--- src/rtl/store_sequencer.sv ---
`default_nettype none
// ============================================================================
// Module      : store_sequencer
// Description : Turns a byte/half/word store request into one or two
//               word-aligned, lane-masked bus writes. A store that crosses a
//               word boundary is split into two writes or rejected with err,
//               depending on SPLIT_MISALIGNED.
// Revision    : 1.0 - initial release
// ============================================================================
module store_sequencer #(
  parameter int                        SPLIT_MISALIGNED = 1,
  parameter int                        STORE_OP_WIDTH   = 2,
  parameter logic [STORE_OP_WIDTH-1:0] STORE_OP_SB      = STORE_OP_WIDTH'(0),
  parameter logic [STORE_OP_WIDTH-1:0] STORE_OP_SH      = STORE_OP_WIDTH'(1),
  parameter logic [STORE_OP_WIDTH-1:0] STORE_OP_SW      = STORE_OP_WIDTH'(2)
) (
  input  logic                      clk,
  input  logic                      reset,
  input  logic                      req_valid,
  output logic                      req_ready,
  input  logic [31:0]               req_addr,
  input  logic [31:0]               req_data,
  input  logic [STORE_OP_WIDTH-1:0] req_storeop,
  output logic                      mem_valid,
  input  logic                      mem_ready,
  output logic [31:0]               mem_addr,
  output logic [31:0]               mem_wdata,
  output logic [3:0]                mem_wmask,
  output logic                      done,
  output logic                      err
);

  typedef enum logic [1:0] {
    IDLE = 2'd0,
    ACC0 = 2'd1,
    ACC1 = 2'd2,
    RESP = 2'd3
  } state_t;

  state_t      state_q, state_d;
  logic [31:0] mem_addr_q, mem_addr_d;
  logic [31:0] mem_wdata_q, mem_wdata_d;
  logic [3:0]  mem_wmask_q, mem_wmask_d;
  logic [31:0] hi_data_q, hi_data_d;   // upper-word data for the second write
  logic [3:0]  hi_mask_q, hi_mask_d;   // upper-word lanes for the second write
  logic        cross_q, cross_d;       // latched request spans two words
  logic        err_q, err_d;

  logic [7:0]  w_base;
  logic [7:0]  w_m8;
  logic [63:0] w_d64;
  logic        w_op_ok;
  logic        w_cross;
  logic        w_reject;

  // Decode the incoming request into a two-word lane mask and shifted data.
  always_comb begin
    w_base  = 8'h00;
    w_op_ok = 1'b1;
    case (req_storeop)
      STORE_OP_SB: w_base = 8'h01;
      STORE_OP_SH: w_base = 8'h03;
      STORE_OP_SW: w_base = 8'h0F;
      default: begin
        w_base  = 8'h00;
        w_op_ok = 1'b0;
      end
    endcase
    w_m8     = w_base << req_addr[1:0];
    w_d64    = {32'h0000_0000, req_data} << {req_addr[1:0], 3'b000};
    w_cross  = |w_m8[7:4];
    w_reject = !w_op_ok || (w_cross && (SPLIT_MISALIGNED == 0));
  end

  // Next-state and next-bus-beat logic; bus fields only change on a
  // handshake or an accepted first beat so they stay stable while stalled.
  always_comb begin
    state_d     = state_q;
    mem_addr_d  = mem_addr_q;
    mem_wdata_d = mem_wdata_q;
    mem_wmask_d = mem_wmask_q;
    hi_data_d   = hi_data_q;
    hi_mask_d   = hi_mask_q;
    cross_d     = cross_q;
    err_d       = err_q;
    case (state_q)
      IDLE: begin
        if (req_valid) begin
          if (w_reject) begin
            state_d = RESP;
            err_d   = 1'b1;
          end else begin
            state_d     = ACC0;
            err_d       = 1'b0;
            mem_addr_d  = {req_addr[31:2], 2'b00};
            mem_wdata_d = w_d64[31:0];
            mem_wmask_d = w_m8[3:0];
            hi_data_d   = w_d64[63:32];
            hi_mask_d   = w_m8[7:4];
            cross_d     = w_cross;
          end
        end
      end
      ACC0: begin
        if (mem_ready) begin
          if (cross_q) begin
            state_d     = ACC1;
            mem_addr_d  = mem_addr_q + 32'd4;
            mem_wdata_d = hi_data_q;
            mem_wmask_d = hi_mask_q;
          end else begin
            state_d = RESP;
          end
        end
      end
      ACC1: begin
        if (mem_ready) begin
          state_d = RESP;
        end
      end
      RESP: begin
        state_d = IDLE;
      end
      default: begin
        state_d = IDLE;
      end
    endcase
  end

  // State and bus-field registers; reset wins over every other input.
  always_ff @(posedge clk) begin
    if (reset) begin
      state_q     <= IDLE;
      mem_addr_q  <= 32'h0;
      mem_wdata_q <= 32'h0;
      mem_wmask_q <= 4'h0;
      hi_data_q   <= 32'h0;
      hi_mask_q   <= 4'h0;
      cross_q     <= 1'b0;
      err_q       <= 1'b0;
    end else begin
      state_q     <= state_d;
      mem_addr_q  <= mem_addr_d;
      mem_wdata_q <= mem_wdata_d;
      mem_wmask_q <= mem_wmask_d;
      hi_data_q   <= hi_data_d;
      hi_mask_q   <= hi_mask_d;
      cross_q     <= cross_d;
      err_q       <= err_d;
    end
  end

  // Handshake and response outputs decoded from the current state.
  always_comb begin
    req_ready = (state_q == IDLE);
    mem_valid = (state_q == ACC0) || (state_q == ACC1);
    done      = (state_q == RESP);
    err       = (state_q == RESP) && err_q;
    mem_addr  = mem_addr_q;
    mem_wdata = mem_wdata_q;
    mem_wmask = mem_wmask_q;
  end

endmodule
`default_nettype wire

--- config.mk ---
export PLATFORM = sky130hd
export DESIGN_NAME = store_sequencer
export DESIGN_NICKNAME = d
export VERILOG_FILES = /design/src/rtl/store_sequencer.sv
export SDC_FILE = /design/constraint.sdc
export NUM_CORES = 1
export LEC_CHECK = 0
export ABC_AREA = 1
export BUFFER_PORTS_ARGS = -buffer_cell sky130_fd_sc_hd__buf_2
export CORE_UTILIZATION = 30
export DETAILED_ROUTE_END_ITERATION = 16
export GPL_TIMING_DRIVEN = 1
export PLACE_DENSITY = 0.49
export SETUP_SLACK_MARGIN = 0.2
export SLEW_MARGIN = 0
export SYNTH_ARGS = -nofsm -noshare
export SYNTH_HDL_FRONTEND = slang
export SYNTH_SLANG_ARGS = --single-unit
--- constraint.sdc ---
create_clock -name clk -period 5.2 [get_ports clk]
set_clock_uncertainty 0.15 [all_clocks]
set_input_delay 0.52 -clock clk [delete_from_list [all_inputs] [get_ports clk]]
set_output_delay 0.52 -clock clk [all_outputs]
set_load 0.1 [all_outputs]
==> results of run 1 <==
-- metal layers --
layer  track usage  part of all wire  vias up
li1              -                 -     3028
met1         0.272              0.48     2642
met2         0.315              0.45      152
met3        0.0411             0.053       20
met4        0.0525             0.020        0
met5             0                 0        -
-- logic make-up after synthesis --
| group | synth area share |
|---|---|
| muxes | 0.00183 |
| adders and majority gates | 0.0183 |
| DFF | 0.355 |
| AOI/OAI and AO/OA | 0.189 |
| other | 0.000686 |
| and+or+nand+nor | 0.334 |
| buffers and inverters | 0.100 |
| xor gates and xnor gates | 0.00160 |
-- sequential cells by signal, summed over array words and instances, names as in the netlist --
| signal | cells |
|---|---|
| mem_wmask | 4 |
| state_q | 2 |
| hi_data_q | 24 |
| err_q | 1 |
| cross_q | 1 |
| mem_wdata | 32 |
| mem_addr | 30 |
| hi_mask_q | 3 |
-- worst paths after layout --
kind / startpoint / end / slack, ns / cells past startpoint
worst min register to register: hi_data_q[4]$_SDFFE_PP0P_ / hi_data_q[4]$_SDFFE_PP0P_ / 0.32 / 2
worst max register to register: state_q[1]$_SDFFE_PP0P_ / mem_wdata[5]$_SDFFE_PP0P_ / 2.07 / 9
worst min-delay path: req_addr[2] / mem_addr[2]$_SDFFE_PP0P_ / 0.27 / 3
worst max-delay path: state_q[1]$_SDFFE_PP0P_ / mem_wdata[5]$_SDFFE_PP0P_ / 2.07 / 9
-- critical path: cells and delay by family (launching register included) --
kind            cells  cell delay, ns
simple gates        1            0.42
flops               1            0.33
buf+inv             4            1.37
compound gates      3            0.41
fa+ha+maj           1            0.24
-- final cells by class --
type / instances / area (um2)
sequential: 97 / 1940
timing repair buffer: 145 / 741
inverter: 73 / 282
clock buffer: 12 / 256
clock inverter: 4 / 27.5
tap: 229 / 287
fill: 2063 / 11400
multi-input combinational: 643 / 2990
-- Yosys cell counts (2+ instances only) --
cell	n
a31oi_1	17
buf_6	4
a211oi_1	9
nor4_1	2
nand2_1	246
nor2_1	127
nand3_1	62
o221ai_1	10
ha_1	8
nand2_4	2
o211ai_1	8
inv_1	69
buf_4	5
o22ai_1	13
clkinv_1	2
clkbuf_1	22
o21ai_1	2
nor2_2	8
dfxtp_1	97
buf_1	4
buf_2	17
a21oi_1	59
nor3_1	2
o21ai_0	58
-- metrics by stage --
step           instances  worst slack, ns  utilization  instance area [um2]  hold WS [ns]
6_report            1203             2.07        0.364                 6520         0.268
5_1_grt             1203             1.75        0.364                 6520         0.277
4_1_cts             1203             2.02        0.364                 6520         0.254
3_5_place_dp        1187             2.02        0.348                 6240         0.306
3_3_place_gp        1187             2.07        0.348                 6240         0.305
2_1_floorplan        865             2.61            -                 5470         0.295
-- power breakdown --
part	internal, uW	leakage [uW]	switching [uW]
Sequential	968	0.000793	197
Clock	351	0.000143	298
Combinational	506	0.00191	2370
==> metrics.cfg, run 1 <==
[power]
p_total_uw = 4690
powerDensity_nw_per_um2 = 719
power.leakage_uw = 0.00285
ir_drop_uv = 552

[clocking]
cts_max_path_buffers = 2
clkTransAtPathRegs_ns = 0.07
ctsHoldBuffers = 0
cts_setup_buffers = 0
cts_resized = 0
clock_sinks = 97
clock_latency_ns = 0.35
cts_tree = built
root_buffer = clkbuf_16
cts_buffers = 9
cts_max_level = 3

[synthesis]
synth_area_um2 = 5470
synthTopCellsByArea = dfxtp_1, nand2_1, nor2_1, nand3_1, a21oi_1
yosysTopAreaCellShare = 0.355
synth_seq_cells = 97
ys_warn_count = 0
avgSynthCellArea_um2 = 6.33
syn_inst = 864
ys_async_sr_fraction = 0
ys.flop_type = dfxtp_1
ys_seq_area_frac = 0.355
synth_edf_count = 0
synth_cell_type_count = 35
synth_top_area_cell = dfxtp_1

[floorplanning]
coreArea_um2 = 17900
io_pins = 142
dieArea_um2 = 18800
die_height_um = 137
rows = 49
die_w_um = 137
initial_core_util = 0.305

[detailed_routing]
first_iter_violations = 407
wire_per_inst_um = 15.2
routed_wirelength_mm = 18.3
drtAntennaViolNets = 0
via_per_inst = 4.86
vias = 5842
dr.pass1.iters = 6
drc = 0

[place]
place_congestion = 0.858
portBuffers = 139
hpwl_mm = 13.0

[worst_setup_path]
endpoint_kind = flop
crit_arrival_ns = 3.20
path_cells = inv_1 > ha_2 > buf_4 > a21oi_4 > nand2_4 > inv_4 > buf_4 > o21ai_0 > a31oi_1
cp_max_fo = 60
start_kind = flop
crit_type = reg2reg
slowest_stage = buf_4
cp_data_required_time_ns = 5.27
critPathMaxStageDelay_ns = 0.58
worst_path_most_repeated_cell = buf_4

[timing]
fin_setup_tns_ns = 0
hold_viol = 0
fmax_mhz = 319
rsz0062_at_grt = false
slew_viol_final = 0
fin_crit_sh = 0.603
finalSetupViolCount = 0
finalCriticalPeriod_ns = 3.13
worst_slew_pin_slew_ns = 0.826
maxSlewHeadroom = 0.448

[outcome]
status = finished, final reports clean

[final_layout]
final_common_cell = nand2_1
antenna_cells = 0
mostFrequentLayoutCells = nand2_1, buf_2, nor2_1
layout.nets = 1047
drive_gt1_frac = 0.181
areaGrowthSynthToFinish_pct = 19.2

[job]
maxCapViolCount = 0

[grt]
track_usage = 0.199
grt_max_degree = 61
grt_pass1_vias = 5245
grt-ovfl-total = 0
grt_antenna_before_repair = 0
grt_pass1_wl_mm = 28.4

[hold_path]
hp-class = in2reg

Note: power is estimated with default switching activity, not from simulation.
==> run 2, diff against run 1 <==
clock period = 3.16 ns   (was 5.2 ns; I/O delays follow)
==> metrics.cfg, run 2 (synthesis gave the netlist of run 1 again) <==
[outcome]
status = finished, final reports clean

[clocking]
cts_tree = built
cts_resized = 0  ; unchanged
cts_max_path_buffers = 2  ; unchanged
clock_sinks = 97  ; unchanged
clkTransAtPathRegs_ns = 0.07  ; about the same
cts_buffers = 9  ; unchanged
ctsHoldBuffers = 0  ; unchanged
cts_max_level = 3  ; unchanged
root_buffer = clkbuf_16
clock_latency_ns = 0.35  ; about the same
cts_setup_buffers = 0  ; unchanged

[worst_setup_path]
cp_data_required_time_ns = 3.23  ; -2.04 ns
start_kind = flop
cp_max_fo = 39  ; -35%
endpoint_kind = flop
crit_type = reg2reg
crit_arrival_ns = 2.61  ; -0.59 ns

[place]
dp_slack_ns = 0.619  ; -1.40 ns
hpwl_mm = 13.1  ; +1.2%
dp.cells = 1193  ; +0.51%
place_congestion = 0.869  ; +1.2%
post_dp_cell_area_um2 = 6290  ; +0.92%
portBuffers = 139  ; unchanged

[grt]
grt_max_degree = 49  ; -20%
grt_antenna_before_repair = 0  ; unchanged
grt-ovfl-total = 0  ; unchanged
grt_pass1_wl_mm = 28.0  ; -1.3%
grt_pass1_vias = 5113  ; -2.5%
track_usage = 0.196  ; -0.00331

[floorplanning]
io_pins = 142  ; unchanged
rows = 49  ; unchanged
die_w_um = 137  ; unchanged
coreArea_um2 = 17900  ; unchanged
initial_core_util = 0.305  ; unchanged
die_height_um = 137  ; unchanged
dieArea_um2 = 18800  ; unchanged

[final_layout]
layout.nets = 1053  ; +0.57%
areaGrowthSynthToFinish_pct = 21.1
final_cells = 1209  ; +0.50%
largest_reg_flops = 32  ; unchanged
antenna_cells = 0  ; unchanged
final_common_cell = nand2_1
fin_area_um2 = 6630  ; +1.6%
mostFrequentLayoutCells = nand2_1, buf_2, nor2_1
nFillCells = 2014  ; -2.4%
drive_gt1_frac = 0.187  ; +0.00604

[timing]
worst_slack_ns = 0.621  ; -1.45 ns
hold_viol = 0  ; unchanged
fin_crit_sh = 0.803  ; +0.201
finalCriticalPeriod_ns = 2.54  ; -0.595 ns
fmax_mhz = 394  ; +23%
hold_ws_ns = 0.0851  ; -0.183 ns
fin_setup_tns_ns = 0  ; unchanged
worst_slew_pin_slew_ns = 0.607  ; -0.219 ns
rsz0062_at_grt = false
finalSetupViolCount = 0  ; unchanged
slew_viol_final = 0  ; unchanged
maxSlewHeadroom = 0.595  ; +0.147

[power]
ir_drop_uv = 684  ; +24%
powerDensity_nw_per_um2 = 1200  ; +66%
swShare = 0.595  ; -0.0164
intPower_uw = 3210  ; +76%
clock_power_share = 0.156  ; +0.018
p_sw_uw = 4710  ; +64%
pwr-share-comb = 0.603  ; -0.010
power.leakage_uw = 0.00290  ; +1.8%
seqPwrFrac = 0.241  ; -0.007

[hold_path]
hp-class = in2reg

[detailed_routing]
drtAntennaViolNets = 0  ; unchanged
wire_per_inst_um = 14.8  ; -2.5%
vias = 5837  ; -0.086%
routed_wirelength_mm = 18.0  ; -2.0%
via_per_inst = 4.83  ; -0.58%
dr.pass1.iters = 4  ; -2
drc = 0  ; unchanged
first_iter_violations = 376  ; -7.6%

[job]
maxCapViolCount = 0  ; unchanged

## run 2: path summary, 6_finish.rpt
check	from	endpoint	slack [ns]	depth (start not counted)
setup / recovery	state_q[1]$_SDFFE_PP0P_	mem_addr[17]$_SDFFE_PP0P_	0.62	12
hold / removal	req_addr[2]	mem_addr[2]$_SDFFE_PP0P_	0.09	3
setup reg to reg	state_q[1]$_SDFFE_PP0P_	mem_addr[17]$_SDFFE_PP0P_	0.62	12
hold reg to reg	hi_data_q[6]$_SDFFE_PP0P_	mem_wdata[6]$_SDFFE_PP0P_	0.31	2
## run 2: cell type report
cell class	count	area [um2]	area share
clock inverter	5	77.6	0.0117
inverter	73	282	0.0425
timing repair buffer	151	798	0.120
tap	229	287	0.0432
sequential	97	1940	0.293
clock buffer	11	253	0.0381
multi-input combinational	643	2990	0.451
## run 2: metrics by stage
stage | power [uW] | util
after floorplan | 5920 | -
after global placement | 6750 | 0.352
after detailed placement | 6750 | 0.352
after CTS | 8000 | 0.370
after global routing | 8390 | 0.370
final | 7920 | 0.370
## run 2: power groups by stage
stage	registers [uW]	clock network [uW]	logic [uW]
detailed placement	1930	0	4820
global route	1960	1310	5110
floorplan	4060	0	1860
global placement	1940	0	4810
CTS	1910	1260	4820
finish	1910	1230	4780
## run 2: metal layers
layer / share of wire / wire length [um] / global-route usage / up-vias
li1: - / - / - / 3032
met1: 0.49 / 8760 / 0.279 / 2625
met2: 0.44 / 7980 / 0.301 / 165
met3: 0.054 / 963 / 0.0278 / 15
met4: 0.014 / 253 / 0.0611 / 0
met5: 0 / 0 / 0 / -
## run 2: critical path, cell delays in order, from the launching register on
cell     delay, ns
dfxtp_1       0.39
inv_1         0.11
ha_2          0.24
inv_6         0.20
nor2_2        0.08
a21oi_4       0.15
nand2_4       0.20
inv_4         0.37
nand2_4       0.22
nand2_1       0.11
a21oi_1       0.04
nor2_1        0.10
nor2_1        0.04
